==> src/rtl/muldiv_sequencer_if.sv <==
// EX-stage <-> multiply/divide sequencer bundle. The EX stage drives requests
// and forwarded operands. The sequencer returns HI/LO, the read mux and the stall.
interface muldiv_sequencer_if;
    logic        start;
    logic [1:0]  op;
    logic [31:0] src_a;
    logic [31:0] src_b;
    logic        mthi;
    logic        mtlo;
    logic [31:0] wdata;
    logic        rd_req;
    logic        rd_sel;
    logic        flush_ex;
    logic [31:0] rd_data;
    logic        stall;
    logic        busy;
    logic [31:0] hi;
    logic [31:0] lo;

    modport master (
        output start, op, src_a, src_b, mthi, mtlo, wdata, rd_req, rd_sel, flush_ex,
        input  rd_data, stall, busy, hi, lo
    );

    modport slave (
        input  start, op, src_a, src_b, mthi, mtlo, wdata, rd_req, rd_sel, flush_ex,
        output rd_data, stall, busy, hi, lo
    );
endinterface

==> src/rtl/muldiv_sequencer.sv <==
// Iterative 32-bit multiply/divide unit that owns the HI/LO registers.
// MULT/MULTU use 32 shift-add steps, and DIV/DIVU use 32 restoring-divide steps.
// Both work on operand magnitudes. Signs are fixed up in one final FIX cycle.
module muldiv_sequencer (
    input  logic                   clk,
    input  logic                   rst_n,
    muldiv_sequencer_if.slave      bus
);

    typedef enum logic [1:0] {StIdle, StRun, StFix} state_e;

    state_e      state_q;
    logic        busy_q;
    logic [31:0] hi_q;
    logic [31:0] lo_q;
    logic [63:0] acc_q;      // mul: {partial hi, shifted-in product}; div: {remainder, quotient}
    logic [31:0] opa_q;      // multiplier (shifts right) / dividend (shifts left)
    logic [31:0] opb_q;      // multiplicand / divisor magnitude
    logic [4:0]  count_q;
    logic        is_div_q;
    logic        neg_res_q;  // product or quotient needs negation
    logic        neg_rem_q;  // remainder takes the dividend's sign
    logic        dz_q;       // divide by zero: acc already holds the final HI/LO

    logic        start_eff;
    logic        mthi_eff;
    logic        mtlo_eff;
    logic        signed_op;
    logic        a_neg;
    logic        b_neg;
    logic [31:0] mag_a;
    logic [31:0] mag_b;
    logic        div_zero;

    logic [32:0] mul_sum;
    logic [63:0] mul_next;
    logic [32:0] rem_sh;
    logic        div_ge;
    logic [31:0] div_diff;
    logic [63:0] div_next;

    logic [63:0] prod_fix;
    logic [31:0] quo_fix;
    logic [31:0] rem_fix;

    // Decode requests from EX. Also form the operand magnitudes for a new op.
    always_comb begin
        start_eff = bus.start & ~bus.flush_ex;
        mthi_eff  = bus.mthi & ~bus.flush_ex;
        mtlo_eff  = bus.mtlo & ~bus.flush_ex;
        signed_op = ~bus.op[0];
        a_neg     = signed_op & bus.src_a[31];
        b_neg     = signed_op & bus.src_b[31];
        // 0x80000000 negates to itself, which is the correct unsigned magnitude.
        mag_a     = a_neg ? (32'd0 - bus.src_a) : bus.src_a;
        mag_b     = b_neg ? (32'd0 - bus.src_b) : bus.src_b;
        div_zero  = bus.op[1] & (bus.src_b == 32'd0);
    end

    // One iteration of multiply or divide. Also compute the FIX-cycle sign corrections.
    always_comb begin
        mul_sum  = {1'b0, acc_q[63:32]} + (opa_q[0] ? {1'b0, opb_q} : 33'd0);
        mul_next = {mul_sum, acc_q[31:1]};

        rem_sh   = {acc_q[63:32], opa_q[31]};
        div_ge   = rem_sh >= {1'b0, opb_q};
        // A successful trial subtraction always leaves a result below the divisor.
        div_diff = rem_sh[31:0] - opb_q;
        div_next = {(div_ge ? div_diff : rem_sh[31:0]), acc_q[30:0], div_ge};

        prod_fix = neg_res_q ? (64'd0 - acc_q) : acc_q;
        quo_fix  = neg_res_q ? (32'd0 - acc_q[31:0]) : acc_q[31:0];
        rem_fix  = neg_rem_q ? (32'd0 - acc_q[63:32]) : acc_q[63:32];
    end

    // Sequencer FSM, iteration datapath and architectural HI/LO.
    always_ff @(posedge clk or negedge rst_n) begin
        if (!rst_n) begin
            state_q   <= StIdle;
            busy_q    <= 1'b0;
            hi_q      <= 32'd0;
            lo_q      <= 32'd0;
            acc_q     <= 64'd0;
            opa_q     <= 32'd0;
            opb_q     <= 32'd0;
            count_q   <= 5'd0;
            is_div_q  <= 1'b0;
            neg_res_q <= 1'b0;
            neg_rem_q <= 1'b0;
            dz_q      <= 1'b0;
        end else begin
            case (state_q)
                StIdle: begin
                    if (start_eff) begin
                        opa_q     <= mag_a;
                        opb_q     <= mag_b;
                        is_div_q  <= bus.op[1];
                        neg_res_q <= a_neg ^ b_neg;
                        neg_rem_q <= a_neg;
                        count_q   <= 5'd0;
                        busy_q    <= 1'b1;
                        if (div_zero) begin
                            dz_q    <= 1'b1;
                            acc_q   <= {bus.src_a, 32'hFFFF_FFFF};
                            state_q <= StFix;
                        end else begin
                            dz_q    <= 1'b0;
                            acc_q   <= 64'd0;
                            state_q <= StRun;
                        end
                    end
                    if (mthi_eff) begin
                        hi_q <= bus.wdata;
                    end
                    if (mtlo_eff) begin
                        lo_q <= bus.wdata;
                    end
                end
                StRun: begin
                    if (is_div_q) begin
                        acc_q <= div_next;
                        opa_q <= {opa_q[30:0], 1'b0};
                    end else begin
                        acc_q <= mul_next;
                        opa_q <= {1'b0, opa_q[31:1]};
                    end
                    count_q <= count_q + 5'd1;
                    if (count_q == 5'd31) begin
                        state_q <= StFix;
                    end
                end
                StFix: begin
                    if (dz_q) begin
                        hi_q <= acc_q[63:32];
                        lo_q <= acc_q[31:0];
                    end else if (is_div_q) begin
                        hi_q <= rem_fix;
                        lo_q <= quo_fix;
                    end else begin
                        hi_q <= prod_fix[63:32];
                        lo_q <= prod_fix[31:0];
                    end
                    busy_q  <= 1'b0;
                    state_q <= StIdle;
                end
                default: begin
                    busy_q  <= 1'b0;
                    state_q <= StIdle;
                end
            endcase
        end
    end

    // Outputs: registered HI/LO/busy, combinational read mux and stall.
    always_comb begin
        bus.hi      = hi_q;
        bus.lo      = lo_q;
        bus.busy    = busy_q;
        bus.rd_data = bus.rd_sel ? hi_q : lo_q;
        bus.stall   = busy_q & (bus.start | bus.rd_req | bus.mthi | bus.mtlo) & ~bus.flush_ex;
    end

endmodule

==> src/flat_wrapper.sv <==
// flat-port wrapper written by rule: the top's interface ports become plain ports
module muldiv_sequencer_flat 
  (clk, rst_n, bus_start, bus_op, bus_src_a, bus_src_b, bus_mthi, bus_mtlo, bus_wdata, bus_rd_req, bus_rd_sel, bus_flush_ex, bus_rd_data, bus_stall, bus_busy, bus_hi, bus_lo);
  muldiv_sequencer_if bus_i ();
  input  logic clk;
  input  logic rst_n;
  input wire logic [$bits(bus_i.start)-1:0] bus_start;
  input wire logic [$bits(bus_i.op)-1:0] bus_op;
  input wire logic [$bits(bus_i.src_a)-1:0] bus_src_a;
  input wire logic [$bits(bus_i.src_b)-1:0] bus_src_b;
  input wire logic [$bits(bus_i.mthi)-1:0] bus_mthi;
  input wire logic [$bits(bus_i.mtlo)-1:0] bus_mtlo;
  input wire logic [$bits(bus_i.wdata)-1:0] bus_wdata;
  input wire logic [$bits(bus_i.rd_req)-1:0] bus_rd_req;
  input wire logic [$bits(bus_i.rd_sel)-1:0] bus_rd_sel;
  input wire logic [$bits(bus_i.flush_ex)-1:0] bus_flush_ex;
  output wire logic [$bits(bus_i.rd_data)-1:0] bus_rd_data;
  output wire logic [$bits(bus_i.stall)-1:0] bus_stall;
  output wire logic [$bits(bus_i.busy)-1:0] bus_busy;
  output wire logic [$bits(bus_i.hi)-1:0] bus_hi;
  output wire logic [$bits(bus_i.lo)-1:0] bus_lo;
  assign bus_i.start = bus_start;
  assign bus_i.op = bus_op;
  assign bus_i.src_a = bus_src_a;
  assign bus_i.src_b = bus_src_b;
  assign bus_i.mthi = bus_mthi;
  assign bus_i.mtlo = bus_mtlo;
  assign bus_i.wdata = bus_wdata;
  assign bus_i.rd_req = bus_rd_req;
  assign bus_i.rd_sel = bus_rd_sel;
  assign bus_i.flush_ex = bus_flush_ex;
  assign bus_rd_data = bus_i.rd_data;
  assign bus_stall = bus_i.stall;
  assign bus_busy = bus_i.busy;
  assign bus_hi = bus_i.hi;
  assign bus_lo = bus_i.lo;
  muldiv_sequencer u_core (.clk(clk), .rst_n(rst_n), .bus(bus_i));
endmodule
==> config.mk <==
export PLATFORM = sky130hd
export DESIGN_NAME = muldiv_sequencer_flat
export DESIGN_NICKNAME = d
export VERILOG_FILES = /design/src/rtl/muldiv_sequencer_if.sv /design/src/rtl/muldiv_sequencer.sv /design/src/flat_wrapper.sv
export SDC_FILE = /design/constraint.sdc
export NUM_CORES = 1
export LEC_CHECK = 0
export CORE_MARGIN = 1
export CORE_UTILIZATION = 30
export CTS_CLUSTER_SIZE = 12
export DETAILED_ROUTE_END_ITERATION = 7
export GPL_ROUTABILITY_DRIVEN = 1
export PLACE_DENSITY = 0.49
export REMOVE_ABC_BUFFERS = 1
export SLEW_MARGIN = 10
export SYNTH_ARGS = -nofsm -noshare
export SYNTH_HDL_FRONTEND = slang
export SYNTH_SLANG_ARGS = --single-unit
export TNS_END_PERCENT = 50
==> constraint.sdc <==
create_clock -name clk -period 8.4 [get_ports clk]
set_input_delay 2.52 -clock clk [delete_from_list [all_inputs] [get_ports clk]]
set_output_delay 2.52 -clock clk [all_outputs]
set_load 0.01 [all_outputs]
# ---- Yosys cells after proc, flatten, opt, wreduce, memory -nomap -nowiden
# Cells that the tools add are included.
dict set report totals {
  ff_bits 204
  input_bits 106
  out_inout_bits 98
}
dict set report classes {
  n_reduce_logical 10
  bitwise 15
  eq_ne 7
  n_lt_le_gt_ge 1
  addsub 8
  muxes 32
}
# operator n
set ops {}
lappend ops {{$mux 32} 15}
lappend ops {{$mux 64} 4}
lappend ops {{$pmux 32 s2} 3}
lappend ops {{$pmux 64 s2} 1}
lappend ops {{$sub 1x32->32 const A} 4}
lappend ops {{$sub 1x64->64 const A} 1}
lappend ops {{$add 32x33->33} 1}
lappend ops {{$ge 33x32->1} 1}
lappend ops {{$logic_not 32->1} 1}
lappend ops {{$sub 32x32->32} 1}
lappend ops {{$reduce_and 2->1} 6}
lappend ops {{$pmux 5 s2} 1}
lappend ops {{$and 1x1->1} 8}
lappend ops {{$ne 2x1->1 const B} 4}
lappend ops {{$mux 2} 3}
lappend ops {{$add 5x1->5 const B} 1}
lappend ops {{$eq 5x5->1 const B} 1}
lappend ops {{$mux 5} 1}
lappend ops {{$pmux 2 s2} 1}
lappend ops {{$reduce_bool 2->1} 2}
lappend ops {{$not 1->1} 3}
lappend ops {{$or 1x1->1} 3}
lappend ops {{$eq 2x1->1 const B} 1}
lappend ops {{$eq 2x2->1 const B} 1}
lappend ops {{4 further kinds} 5}

# ---- Longest topological paths before layout
dict set report logic_depth {
  word_depth 5
  depth_mapped 15
  mapped_depth_nobuf 13
}

# ---- Least setup slack after synthesis
# No wires, ideal clock.
dict set report synth_path {
  path_kind {input -> output}
  from {input bus_rd_sel}
  to {output bus_rd_data[10]}
  n_path_buf 2
  path_slack_ns 2.446
  cell_stages 3
  required_time_ns 5.880
  arrival_time_ns 3.434
  cell_sequence {clkbuf_1 > buf_1 > mux2_2}
}
dict set report synth_via {
  elab_chain_len 1
}
# item line
set synth_lines {}
lappend synth_lines {{from (decl)} flat_wrapper.sv:15} ;# input wire logic [$bits(bus_i.rd_sel)-1:0] bus_rd_sel;
lappend synth_lines {{$mux 32} muldiv_sequencer.sv:159} ;# bus.rd_data = bus.rd_sel ? hi_q : lo_q;
lappend synth_lines {{to (decl)} flat_wrapper.sv:17} ;# output wire logic [$bits(bus_i.rd_data)-1:0] bus_rd_data;
# Every way passes these cells.

# ---- Worst setup path after layout
dict set report layout_path {
  from {input bus_rd_sel}
  to {output bus_rd_data[27]}
}
# Same word-level chain as after synthesis.

==> flow_metrics.env <==
export IMPL_run_status="completed"
export IMPL_synth_enable_flop_cells=0
export IMPL_reg2reg_slack_ps=3890
export IMPL_pre_cts_ws_ps=1820
export IMPL_antennaDiodeCount=0
export IMPL_fin_skew_ps=16.8
export IMPL_post_cts_resized=0
export IMPL_final_setup_viol_count=0
export IMPL_dpl_wire_length_um=45200
export IMPL_maxSlewViolCount=0
export IMPL_worst_setup_path_end_kind="output pin"
export IMPL_max_stage_delay_ps=570
export IMPL_crit_required_ps=5880
export IMPL_die_h_um=237
export IMPL_post_synth_top_area_fraction_pct=30.7
export IMPL_timing_max_slew_rel_slack_pct=30.0
export IMPL_timing_max_cap_violations=0
export IMPL_clock_tree_from_tritoncts="built"
export IMPL_overflow=0
export IMPL_crit_chain="buf_2 -> mux2_2 -> clkdlybuf4s50_1"
export IMPL_cts_htree_levels=1
export IMPL_root_buffer="sky130_fd_sc_hd__clkbuf_16"
export IMPL_syn_cell_area_sq_mm=0.0166
export IMPL_arrival_ps=4010
export IMPL_seq_power_share_pct=26.5
export IMPL_grt_pass1_wl_um=93900
export IMPL_final_nets=2340
export IMPL_synth_seq_cells=204
export IMPL_finalNonFillerCells=2878
export IMPL_chipWidth_um=237
export IMPL_drt_pre_antenna_iters=5
export IMPL_synth_top_cells_by_area="sky130_fd_sc_hd__dfrtp_1 (31%), sky130_fd_sc_hd__ha_1 (5.3%), sky130_fd_sc_hd__xnor2_1 (5.2%)"
export IMPL_internal_power_mw=4.43
export IMPL_report_power_total_mw=8.70
export IMPL_final_hold_viol_count=0
export IMPL_grt_max_degree=77
export IMPL_power_density_over_cell_area_mw_per_mm2=435
export IMPL_tightest_slew_ps=1050
export IMPL_final_setup_worst_slack_ps=1870
export IMPL_placed_cells=2829
export IMPL_drc_errors=0
export IMPL_layout_area_overhead_vs_synth_pct=20.5
export IMPL_num_rows=85
export IMPL_timing_setup_tns_ps=0
export IMPL_finalWeightedCongestion=0.918
export IMPL_overall_routed_net_length_um=60400
export IMPL_vias_per_cell=5.47
export IMPL_finalCritPeriodShare_pct=77.7
export IMPL_final_antenna_net_count=0
export IMPL_max_freq_ghz=0.153
export IMPL_routed_via_count=15800
export IMPL_grt_setup_unrepaired="false"
export IMPL_startpoint_type="input pin"
export IMPL_post_syn_area_per_cell_sq_um=8.13
export IMPL_power_share_clock_pct=12.6
export IMPL_antenna_found_initial=0
export IMPL_critical_path_max_fanout=32
export IMPL_power_switching_share_pct=49.0
export IMPL_max_clock_path_buffers=3
export IMPL_numCtsBuffers=27
export IMPL_grt_pass1_vias=15700
export IMPL_die_area_sq_mm=0.0563
export IMPL_route_detailed_wl_per_inst_um=21.0
export IMPL_worst_path_dominant_cell_family="buffers and inverters"
export IMPL_clk_latency_ps=580
export IMPL_ys_top_cells_by_count="sky130_fd_sc_hd__nand2_1 (209), sky130_fd_sc_hd__dfrtp_1 (204), sky130_fd_sc_hd__a21oi_1 (172), sky130_fd_sc_hd__o21ai_0 (172), sky130_fd_sc_hd__nor2_1 (152)"
export IMPL_place_port_buffers=203
export IMPL_ys_async_sr_fraction_pct=100
export IMPL_synth_main_ff_cell="sky130_fd_sc_hd__dfrtp_1"
export IMPL_hp_class="flip-flop to flip-flop"
export IMPL_synth_most_common_cell="sky130_fd_sc_hd__nand2_1"
export IMPL_maximum_ir_drop_on_the_vdd_rail_mv=0.173
export IMPL_floorplan_initialDensity_pct=30.6
export IMPL_drt_iter0_drc=918
export IMPL_cts_setup_buffers=0
export IMPL_post_synth_top_area_cell="sky130_fd_sc_hd__dfrtp_1"
export IMPL_synthesis_instances=2044
export IMPL_crit_slowest_cell="sky130_fd_sc_hd__buf_2"
export IMPL_ioPinCount=204
export IMPL_finalCriticalPeriod_ps=6530
export IMPL_grt_use_total_pct=21.2
export IMPL_sequential_area_share_after_synthesis_pct=30.7
export IMPL_ys_warnings=0
export IMPL_power_static_leakage_nw=8.16
export IMPL_p_comb_share_pct=60.9
export IMPL_final_layout_size_suffix_gt1_share_pct=5.91
export IMPL_num_fill_cells=5616
export IMPL_ys_types=74
export IMPL_cts_hold_buf=0
export IMPL_worst_setup_hold_path_clk_slew_ps=60
export IMPL_coreArea_sq_mm=0.0542
export IMPL_criticalPathCategory="input pin to output pin"
export IMPL_finish_instance_area_sq_mm=0.0200
export IMPL_ff_latch_area_sq_mm=0.00511
export IMPL_total_switching_power_mw=4.27
export IMPL_number_of_sinks_driven_by_the_clock_tree=204
export IMPL_multi_input_comb_area_sq_mm=0.0108
export IMPL_worst_path_buf_inv=2
export IMPL_dpl_instance_area_sq_mm=0.0192
final timing paths:
kind                                       start           endpoint  depth (start not counted)
worst max-delay path                  bus_rd_sel    bus_rd_data[27]                          3
worst min-delay path            u_core.bus.hi[3]   u_core.bus.hi[3]                          1
worst max register to register   u_core.opa_q[0]   u_core.acc_q[58]                         11
worst min register to register  u_core.bus.hi[3]   u_core.bus.hi[3]                          1
max in group asynchronous                  rst_n  u_core.bus.lo[25]                          2
min in group asynchronous                  rst_n   u_core.bus.lo[7]                          1
sequential cells by signal, summed over array words and instances (netlist names):
register / flops
u_core.acc_q: 64
u_core.bus.busy: 1
u_core.bus.hi: 32
u_core.bus.lo: 32
u_core.count_q: 5
u_core.dz_q: 1
u_core.is_div_q: 1
u_core.neg_rem_q: 1
u_core.neg_res_q: 1
u_core.opa_q: 32
u_core.opb_q: 32
u_core.state_q: 2
kinds of logic (layout without fill, tap and decap cells):
logic type	after synthesis	count (layout)	synth area share [%]
AO/OA/AOI/OAI	686	686	26.0
adder cells (fa/ha/maj)	72	72	5.51
flip-flops	204	204	30.7
XOR/XNOR	167	167	8.80
buffers and inverters	205	343	4.71
multiplexers	118	118	7.42
AND/OR/NAND/NOR	592	592	16.9
power by group through the flow:
stage	sequential (mW)	combinational (mW)	clock [mW]
CTS	2.30	5.30	1.13
finish	2.31	5.30	1.09
global route	2.38	5.85	1.17
global placement	2.31	5.26	0
floorplan	2.03	3.59	0
detailed placement	2.32	5.27	0
cells in the final DEF, fill, tap and decap left out, types with 9 or more instances in the layout:
cell	n
sky130_fd_sc_hd__a211oi_1	54
sky130_fd_sc_hd__a21o_1	42
sky130_fd_sc_hd__a21oi_1	172
sky130_fd_sc_hd__a221oi_1	10
sky130_fd_sc_hd__a22oi_1	16
sky130_fd_sc_hd__a31oi_1	30
sky130_fd_sc_hd__and2_1	35
sky130_fd_sc_hd__and3_1	9
sky130_fd_sc_hd__buf_4	19
sky130_fd_sc_hd__clkbuf_1	9
sky130_fd_sc_hd__clkbuf_16	27
sky130_fd_sc_hd__clkdlybuf4s50_1	201
sky130_fd_sc_hd__dfrtp_1	203
sky130_fd_sc_hd__ha_1	70
sky130_fd_sc_hd__inv_1	72
sky130_fd_sc_hd__mux2_2	42
sky130_fd_sc_hd__mux2i_1	76
sky130_fd_sc_hd__nand2_1	209
sky130_fd_sc_hd__nand2b_1	12
sky130_fd_sc_hd__nand3_1	32
sky130_fd_sc_hd__nand4_1	10
sky130_fd_sc_hd__nor2_1	151
sky130_fd_sc_hd__nor2b_1	14
sky130_fd_sc_hd__nor3_1	32
sky130_fd_sc_hd__nor4_1	17
sky130_fd_sc_hd__o211ai_1	38
sky130_fd_sc_hd__o21ai_0	172
sky130_fd_sc_hd__o21ai_1	11
sky130_fd_sc_hd__o21bai_1	9
sky130_fd_sc_hd__o31ai_1	58
sky130_fd_sc_hd__or3_1	24
sky130_fd_sc_hd__or4_1	9
sky130_fd_sc_hd__xnor2_1	99
sky130_fd_sc_hd__xor2_1	68
area by class of cell:
type | count | area share, %
clock buffer | 39 | 3.75
clock inverter | 10 | 0.350
inverter | 72 | 1.35
multi-input combinational | 1635 | 53.8
sequential | 204 | 25.5
tap | 696 | 4.35
timing repair buffer | 222 | 10.9
per-layer routing:
metal / GRT usage, % / routed length (um) / share of wire [%]
met1: 26.3 / 25900 / 43
met2: 38.0 / 30200 / 50
met3: 2.67 / 2750 / 4.5
met4: 6.14 / 1620 / 2.7
met5: 0 / 0 / 0
per-stage QoR:
stage | utilization, % | hold WS (ps)
global route | 36.9 | 542
CTS | 36.9 | 507
finish | 36.9 | 504
global placement | 35.4 | 467
floorplan | - | 449
detailed placement | 35.4 | 493
No activity file was read; power rests on OpenSTA's default activity.
